<file path="src/rtl/mipi_csi_rx_lane_deskew.sv">
// CSI-2 RX lane deskew: measures per-lane skew at packet start and delays each lane to align bytes.
// Optional status outputs (skew_o, err_count_o) are built when MIPI_LANE_DESKEW_STATUS_EN is defined.
module mipi_csi_rx_lane_deskew #(
  parameter int MIPI_GEAR   = 16,
  parameter int MIPI_LANES  = 4,
  parameter int ALIGN_DEPTH = 8,
  parameter int SKEW_W      = 4
) (
  input  logic                            clk_i,
  input  logic                            reset_n_i,
  input  logic [MIPI_LANES-1:0]           lane_mask_i,
  input  logic [MIPI_LANES-1:0]           bytes_valid_i,
  input  logic [MIPI_GEAR*MIPI_LANES-1:0] byte_i,
  output logic                            lane_valid_o,
  output logic [MIPI_GEAR*MIPI_LANES-1:0] lane_byte_o,
  output logic                            skew_err_o,
  output logic                            busy_o
`ifdef MIPI_LANE_DESKEW_STATUS_EN
  ,
  output logic [SKEW_W*MIPI_LANES-1:0]    skew_o,
  output logic [7:0]                      err_count_o
`endif
);
  // state     | meaning
  // IDLE      | latch lane mask, wait for the first active lane valid
  // CAPTURE   | count cycles, record the arrival offset of each active lane
  // ALIGNED   | emit delayed words while every active delayed valid is high
  // WAIT_IDLE | outputs invalid until all active input valids are low
  typedef enum logic [1:0] {IDLE, CAPTURE, ALIGNED, WAIT_IDLE} state_t;

  localparam int W = MIPI_GEAR * MIPI_LANES;
  localparam logic [SKEW_W-1:0] CNT_MAX = SKEW_W'(ALIGN_DEPTH - 1);

  state_t                state;
  logic [W-1:0]          byte_r;
  logic [MIPI_LANES-1:0] valid_r;
  logic [W-1:0]          hist_data [ALIGN_DEPTH];
  logic [MIPI_LANES-1:0] hist_vld  [ALIGN_DEPTH];
  logic [MIPI_LANES-1:0] mask_r;
  logic [MIPI_LANES-1:0] rec;
  logic [SKEW_W-1:0]     cnt;
  logic [SKEW_W-1:0]     skew     [MIPI_LANES];
  logic [SKEW_W-1:0]     dly      [MIPI_LANES];
  logic [SKEW_W-1:0]     skew_nxt [MIPI_LANES];
  logic [SKEW_W-1:0]     dly_new  [MIPI_LANES];
  logic [MIPI_LANES-1:0] hit_idle;
  logic [MIPI_LANES-1:0] hit_cap;
  logic [MIPI_LANES-1:0] rec_nxt;
  logic                  cap_done;
  logic                  dly_and;
  logic [W-1:0]          dly_data;

  always_ff @(posedge clk_i or negedge reset_n_i) begin
    if (!reset_n_i) begin
      byte_r  <= '0;
      valid_r <= '0;
      for (int k = 0; k < ALIGN_DEPTH; k++) begin
        hist_data[k] <= '0;
        hist_vld[k]  <= '0;
      end
    end else begin
      byte_r       <= byte_i;
      valid_r      <= bytes_valid_i;
      hist_data[0] <= byte_r;
      hist_vld[0]  <= valid_r;
      for (int k = 1; k < ALIGN_DEPTH; k++) begin
        hist_data[k] <= hist_data[k-1];
        hist_vld[k]  <= hist_vld[k-1];
      end
    end
  end

  always_comb begin
    hit_idle = valid_r & lane_mask_i;
    hit_cap  = valid_r & mask_r & ~rec;
    rec_nxt  = rec | hit_cap;
    cap_done = ((rec_nxt & mask_r) == mask_r);
    for (int i = 0; i < MIPI_LANES; i++) begin
      skew_nxt[i] = hit_cap[i] ? cnt : skew[i];
      // the last recorded lane defines max skew, so its delay is zero
      dly_new[i]  = mask_r[i] ? (cnt - skew_nxt[i]) : '0;
    end
  end

  always_comb begin
    dly_and  = 1'b1;
    dly_data = '0;
    for (int i = 0; i < MIPI_LANES; i++) begin
      if (mask_r[i]) begin
        for (int k = 0; k < ALIGN_DEPTH; k++) begin
          if (dly[i] == SKEW_W'(k)) begin
            dly_and = dly_and & hist_vld[k][i];
            dly_data[i*MIPI_GEAR +: MIPI_GEAR] = hist_data[k][i*MIPI_GEAR +: MIPI_GEAR];
          end
        end
      end
    end
  end

  always_ff @(posedge clk_i or negedge reset_n_i) begin
    if (!reset_n_i) begin
      state        <= IDLE;
      mask_r       <= '0;
      rec          <= '0;
      cnt          <= '0;
      lane_valid_o <= 1'b0;
      lane_byte_o  <= '0;
      skew_err_o   <= 1'b0;
      busy_o       <= 1'b0;
      for (int i = 0; i < MIPI_LANES; i++) begin
        skew[i] <= '0;
        dly[i]  <= '0;
      end
    end else begin
      skew_err_o   <= 1'b0;
      lane_valid_o <= 1'b0;
      lane_byte_o  <= '0;
      case (state)
        IDLE: begin
          mask_r <= lane_mask_i;
          cnt    <= '0;
          rec    <= '0;
          if (|hit_idle) begin
            rec    <= hit_idle;
            busy_o <= 1'b1;
            for (int i = 0; i < MIPI_LANES; i++) skew[i] <= '0;
            // all active lanes arrived together: skip CAPTURE entirely
            if (hit_idle == lane_mask_i) begin
              for (int i = 0; i < MIPI_LANES; i++) dly[i] <= '0;
              state <= ALIGNED;
            end else begin
              cnt   <= SKEW_W'(1);
              state <= CAPTURE;
            end
          end
        end
        CAPTURE: begin
          rec <= rec_nxt;
          for (int i = 0; i < MIPI_LANES; i++) skew[i] <= skew_nxt[i];
          if (cnt != CNT_MAX) cnt <= cnt + SKEW_W'(1);
          if (cap_done) begin
            for (int i = 0; i < MIPI_LANES; i++) dly[i] <= dly_new[i];
            state <= ALIGNED;
          end else if (cnt == CNT_MAX) begin
            skew_err_o <= 1'b1;
            state      <= WAIT_IDLE;
          end
        end
        ALIGNED: begin
          lane_valid_o <= dly_and;
          if (dly_and) lane_byte_o <= dly_data;
          else         state       <= WAIT_IDLE;
        end
        WAIT_IDLE: begin
          if ((valid_r & mask_r) == '0) begin
            state  <= IDLE;
            busy_o <= 1'b0;
          end
        end
        default: state <= IDLE;
      endcase
    end
  end

`ifdef MIPI_LANE_DESKEW_STATUS_EN
  always_ff @(posedge clk_i or negedge reset_n_i) begin
    if (!reset_n_i) begin
      skew_o      <= '0;
      err_count_o <= '0;
    end else begin
      if (state == IDLE && (|hit_idle) && hit_idle == lane_mask_i) begin
        skew_o <= '0;
      end else if (state == CAPTURE && cap_done) begin
        for (int i = 0; i < MIPI_LANES; i++) skew_o[i*SKEW_W +: SKEW_W] <= dly_new[i];
      end
      if (state == CAPTURE && !cap_done && cnt == CNT_MAX && err_count_o != 8'hFF)
        err_count_o <= err_count_o + 8'd1;
    end
  end
`endif

endmodule

</file>
<file path="config.mk">
export PLATFORM = sky130hd
export DESIGN_NAME = mipi_csi_rx_lane_deskew
export DESIGN_NICKNAME = d
export VERILOG_FILES = /design/src/rtl/mipi_csi_rx_lane_deskew.sv
export SDC_FILE = /design/constraint.sdc
export NUM_CORES = 1
export LEC_CHECK = 0
export ABC_AREA = 1
export ABC_CLOCK_PERIOD_IN_PS = 2100
export BUFFER_PORTS_ARGS = -buffer_cell sky130_fd_sc_hd__buf_4
export CAP_MARGIN = 20
export CORE_MARGIN = 5
export CORE_UTILIZATION = 54
export DETAILED_ROUTE_END_ITERATION = 8
export GPL_TIMING_DRIVEN = 0
export PLACE_DENSITY_LB_ADDON = 0.1
export SLEW_MARGIN = 5
export SYNTH_ARGS = -nofsm -noshare
export SYNTH_HDL_FRONTEND = slang
export SYNTH_SLANG_ARGS = --single-unit
</file>
<file path="constraint.sdc">
create_clock -name clk_i -period 2.1 [get_ports clk_i]
set_clock_uncertainty 0.2 [all_clocks]
set_input_delay 0.315 -clock clk_i [delete_from_list [all_inputs] [get_ports clk_i]]
set_output_delay 0.315 -clock clk_i [all_outputs]
set_load 0.01 [all_outputs]
</file>
## Word level (Yosys, flattened, before mapping)

Index checks and enable logic that the tools add are counted.

| operators by class | value |
|---|---|
| shift-type cells | 0 |
| reduce and logical (&&, ||, !) cells | 14 |
| divide/modulo/power cells | 0 |
| multiplexer cells | 136 |
| multipliers | 0 |
| eq/ne operators | 42 |
| $add $sub $neg | 5 |
| bitwise operators | 37 |
| $lt $le $gt $ge | 0 |

Operators by type and width:

| cell | number |
|---|---|
| $mux W16 | 40 |
| $mux W64 | 2 |
| $mux W1 | 72 |
| $eq A4 B3 Y1 const B | 17 |
| $pmux W16 S2 | 2 |
| $mux W4 | 10 |
| $eq A4 B2 Y1 const B | 8 |
| $and A1 B1 Y1 | 31 |
| $logic_not A4 Y1 | 5 |
| $and A4 B4 Y4 | 4 |
| $eq A4 B1 Y1 const B | 4 |
| $pmux W4 S2 | 2 |
| $sub A4 B4 Y4 | 4 |
| $mux W2 | 6 |
| $ne A2 B2 Y1 const B | 6 |
| $eq A4 B4 Y1 | 2 |
| $pmux W2 S4 | 1 |
| $reduce_and A4 Y1 | 2 |
| $add A4 B1 Y4 const B | 1 |
| $eq A2 B2 Y1 const B | 2 |
| $ne A4 B3 Y1 const B | 1 |
| $not A4 Y4 | 1 |
| $or A4 B4 Y4 | 1 |
| $reduce_and A2 Y1 | 2 |
| other kinds (7) | 8 |

| storage, ports and cells | value |
|---|---|
| bits in writable memories | 0 |
| bits in registers | 725 |
| memories | 0 |
| latch bits | 0 |
| memory bits (read-only) | 0 |
| output and inout bits | 67 |

## Logic depth before layout (Yosys ltp)

| depth | value |
|---|---|
| depth after elaboration | 98 |
| gate-level depth with buffers | 14 |

## Least setup slack after synthesis

OpenSTA, ideal clock, no wires.

| timing path | value |
|---|---|
| path type | register to register |
| start point | reg valid_r[3] |
| end point | reg dly[2] (netlist bit) |
| clock period less this slack | 2,132 ps |
| slack | -32 ps |
| arrival | 1,804 ps |
| cell stages (with the launch flop) | 10 |
| data required time | 1,772 ps |
| cells stage by stage | dfrtp_1 -> nand2_1 -> nor2_1 -> nor2_1 -> a21oi_1 -> ha_1 -> inv_1 -> fa_1 -> xnor2_1 -> o22ai_1 |

| on the way | value |
|---|---|
| word-level cells in the longest chain between the ends | 7 |
| elaborated cells between the ends (all ways) | 17 |
| classes of those cells | 1 x add/sub; 5 x eq/ne; 4 x mux; 5 x bitwise; 2 x reduce/logical |

Ends and longest elaborated chain:

| what | line | source |
|---|---|---|
| start, declared | 36 | `logic [MIPI_LANES-1:0] valid_r;` |
| start signal, assigned | 63 | `valid_r <= bytes_valid_i;` |
| $and A4 B4 Y4 (2 in a row) | 75 | `hit_cap = valid_r & mask_r & ~rec;` |
| $mux W4 or $or A4 B4 Y4 (tied branches) | 79, 76 |  |
| $sub A4 B4 Y4 or $and A4 B4 Y4 (tied branches) | 81, 77 |  |
| $mux W4 or $eq A4 B4 Y1 (tied branches) | 81, 77 |  |
| $mux W16 or $ne A2 B2 Y1 (tied branches) | n/a |  |
| $pmux W16 S2 or $reduce_and A4 Y1 (tied branches) | n/a |  |
| end signal, assigned by index | 112 | `dly[i] <= '0;` |
| end, declared | 43 | `logic [SKEW_W-1:0] dly [MIPI_LANES];` |

Several ways; a longest one is shown, not always the timed one. The select of a mux whose other input is x is not followed.
A chain may end at the register's enable or synchronous reset.

==> impl_table.tex <==
\begin{tabular}{lr}
\hline
Metric & Value \\
\hline
\multicolumn{2}{l}{\textbf{Outcome}} \\
\quad Run status & complete, but fails checks \\
\quad Failing checks & negative hold slack, negative setup slack \\
\multicolumn{2}{l}{\textbf{GRT}} \\
\quad Tot GR Track Use & a little over a fifth \\
\quad Number of global-route vias before repair & roughly 17000 \\
\quad Initial antenna violation count & 0 \\
\quad Pin count of the biggest net entering global routing & roughly 130 \\
\quad Wire length of the first global-routing pass & slightly below 90000 µm \\
\quad Final global-route overflow total & 0 \\
\multicolumn{2}{l}{\textbf{Placement}} \\
\quad Worst-case setup slack after placement & -679 ps \\
\quad IO buf count & 140 \\
\quad Dpl cell area & approximately 27000 µm² \\
\quad Number of placed instances, taps included & 2781 \\
\quad Routability congestion estimate & around 0.80 \\
\quad Detailed placement HPWL & 33000 µm \\
\multicolumn{2}{l}{\textbf{Floorplan}} \\
\quad Core Region & around 45000 µm² \\
\quad Row Count & between 70 and 80 \\
\quad Die X-Extent & 224 µm \\
\quad Die area & roughly 50000 µm² \\
\quad Top-Level Pins & 141 \\
\quad Die span in y & between 200 and 250 µm \\
\quad Initial core utilization & a little over half \\
\multicolumn{2}{l}{\textbf{Critical path}} \\
\quad Cell with the most instances on the worst path & buf\_4 \\
\quad Data required time of the worst path & 2410 ps \\
\quad Cell family with most CP delay & buffers and inverters \\
\quad Cell with the largest stage delay on the worst path & dfrtp\_2 \\
\quad Count of buffering cells on the critical path with inverters included & 11 \\
\quad Series of cell instances along the critical path & inv\_2, buf\_4, buf\_4, buf\_4, buf\_4, buf\_4, buf\_4, buf\_4, buf\_4, buf\_4, buf\_4, o22ai\_2 \\
\quad Worst path max stage delay & about 470 ps \\
\quad Type of destination of the critical path & flip-flop \\
\quad Arrival time worst endpoint & 2550 ps \\
\quad Kind of start point of the critical path & flip-flop \\
\quad Maximum fanout along the worst path & 4 \\
\quad Setup slack of the worst register-to-register path & -140 ps \\
\quad Critical Setup Path Class & reg -> reg \\
\multicolumn{2}{l}{\textbf{Power}} \\
\quad Power density over cell area & roughly 1400 nW/µm² \\
\quad Combinational power share & roughly a third \\
\quad Sequential group share of total power & around 36\% \\
\quad Fraction of power spent switching nets & approximately 34\% \\
\quad Total internal power & about 29000 µW \\
\quad Lkg Pwr & 0.0145 µW \\
\quad Max rail drop VDD & $\sim$0.00089 V \\
\quad Sw Pwr & approximately 15000 µW \\
\quad Clk pwr share & about 29\% \\
\multicolumn{2}{l}{\textbf{Clock network}} \\
\quad Worst skew pair latency & $\sim$610 ps \\
\quad Clock tree sinks & 725 \\
\quad Cts hold-fix bufs & 78 \\
\quad CTS tree & done \\
\quad Clock slew seen by the registers of the worst setup and hold paths & around 60 ps \\
\quad Clock root buffer master & clkbuf\_16 \\
\quad TritonCTS buffer count & 73 \\
\quad CTS HTree Levels & 3 \\
\quad Clock Path Buffers & 3 \\
\multicolumn{2}{l}{\textbf{Logic synthesis}} \\
\quad Count of flip-flops with a built-in enable after synthesis & 0 \\
\quad Main flop type after synthesis & dfrtp\_1 \\
\quad Synthesized net count & roughly 2100 \\
\quad Async set or reset register ratio after synthesis & 100\% \\
\quad Synth Cell Area & between 20000 and 25000 µm² \\
\quad Number of warnings issued by yosys & 0 \\
\quad Number of standard cells after synthesis & between 2000 and 2500 \\
\quad Average instance area after synthesis & 12.1 µm² \\
\quad Share of the yosys chip area belonging to registers & between 70\% and 80\% \\
\quad FF+latch count, synth & around 730 \\
\quad Cell variety after synth & 34 \\
\multicolumn{2}{l}{\textbf{Drt}} \\
\quad Number of nets still failing antenna checks after routing & 0 \\
\quad Remaining DRCs & 0 \\
\quad Number of vias per cell & just over 5 \\
\quad Total iterations of the first detailed-routing run & 5 \\
\quad Via total after detailed routing & roughly 16000 \\
\quad Detailed router's first-iteration violation count & roughly 1100 \\
\quad Final Routed Wirelength & $\sim$53000 µm \\
\quad Wire length per cell & $\sim$17 µm \\
\multicolumn{2}{l}{\textbf{Cells and area}} \\
\quad Leading cell type in the layout, fill and taps excluded & dfrtp\_1 \\
\quad Leading cell types in the layout, fill and taps excluded & 708 x dfrtp\_1, 371 x nand2\_1, 231 x buf\_4, 161 x nand3\_1, 122 x nand4\_1 \\
\quad Signed area change from the synthesized netlist to the final layout & 28.2\% \\
\quad Number of fill cells & 3166 \\
\quad Final core utilization & a little over two thirds \\
\quad Number of standard cells in the layout, taps in and fillers out & 3089 \\
\quad Fraction of layout instances using a drive strength above 1 & roughly a quarter \\
\quad Layout net count & roughly 2500 \\
\quad Final standard cell area without fillers & between 30000 and 40000 µm² \\
\multicolumn{2}{l}{\textbf{STA}} \\
\quad Final Hold Viols & 244 \\
\quad Max frequency & 447 MHz \\
\quad Post-route minimum period & 2240 ps \\
\quad Max-slew headroom & between 50\% and 60\% \\
\quad Period Utilization, post-route & 107\% \\
\quad Worst-Margin Slew & just over 600 ps \\
\quad Worst Setup Slack, final & -138 ps \\
\quad RSZ-0062 raised after global routing & true \\
\quad Final setup viols & just over 50 \\
\quad Final hold slack & -98.8 ps \\
\quad Number of pins with negative max-slew slack in the final report & 0 \\
\multicolumn{2}{l}{\textbf{Job}} \\
\quad Total of max-cap violations & 0 \\
\multicolumn{2}{l}{\textbf{Worst hold path}} \\
\quad Type of the tightest min-delay check & in -> async \\
\hline
\end{tabular}
state kept, by name (all words and copies together) (netlist names), 4 cells and up:
name,count
lane_byte_o,64
cnt,4
dly,16
hist_vld,32
byte_r,64
mask_r,4
skew,16
rec,4
valid_r,4
hist_data,512
logic make-up (layout without fill, tap and decap cells):
logic type	Yosys count	in the layout	synth area share [%]
simple gates	899	900	16.9
flops	725	725	73.5
compound gates	213	213	5.15
buf+inv	169	621	2.93
fa+ha+maj	21	21	1.19
xor+xnor	8	8	0.284
other cells	0	1	0
layout make-up:
class	instances	area [µm²]	area share, %
plain buffers	73	487	1.54
clock inverters	18	239	0.756
repair buffers	329	3010	9.52
multi-input cells	1142	6430	20.3
well taps	600	751	2.37
diodes	1	2.50	0.00791
flip-flops and latches	725	18200	57.4
clock buffers	109	2190	6.92
inverters	92	359	1.14
layer usage:
layer	vias to the layer above	GRT usage, %	part of all wire [%]
met2	353	35.8	50
met5	-	0	0
met4	0	7.25	2.4
met1	7924	29.4	43
li1	7643	-	-
met3	94	3.84	4.9
final timing paths:
check	from	end	cells past startpoint
max in group asynchronous	reset_n_i	dly[11]	7
min in group clk_i	byte_r[48]	hist_data[496]	0
hold reg to reg	byte_r[48]	hist_data[496]	0
setup reg to reg	dly[13]	dly[13]	12
hold / removal	reset_n_i	hist_data[44]	5
setup / recovery	dly[13]	dly[13]	12
stage by stage:
stage | power, µW | setup TNS (ps)
3_5_place_dp | 27800 | -62880
2_1_floorplan | 23700 | 0
5_1_grt | 47200 | -11160
6_report | 44600 | -3040
4_1_cts | 43600 | -1250
3_3_place_gp | 27500 | -5121960
cell usage after synthesis (21+ instances only):
master	instances	area (µm²)
dfrtp_1	725	18100
nand2_1	389	1460
nand3_1	163	816
nor2_1	123	462
nand4_1	122	763
inv_1	88	330
a21oi_1	79	395
or2_2	63	394
a211oi_1	51	383
clkbuf_1	50	188
o21ai_0	42	210
o22ai_1	21	131
tightest hold or removal path: stages:
cell	delay (ps)
buf_8	80
buf_16	100
buf_16	90
buf_16	130
buf_16	440
power by group through the flow:
stage | combinational (µW) | clock, µW | sequential, µW
2_1_floorplan | 7690 | 0 | 16000
3_3_place_gp | 11500 | 0 | 16100
3_5_place_dp | 11700 | 0 | 16100
4_1_cts | 14400 | 13300 | 16000
5_1_grt | 17100 | 13900 | 16200
6_report | 15600 | 12900 | 16100
repair_timing:
action                     CTS  global route
buffers inserted            76            25
gates resized for setup    162           115
gates cloned                 4             1
hold endpoints to repair   359           180
pin swaps                   42            44
setup endpoints to repair   98            94
Power figures use the tool's default switching activity.
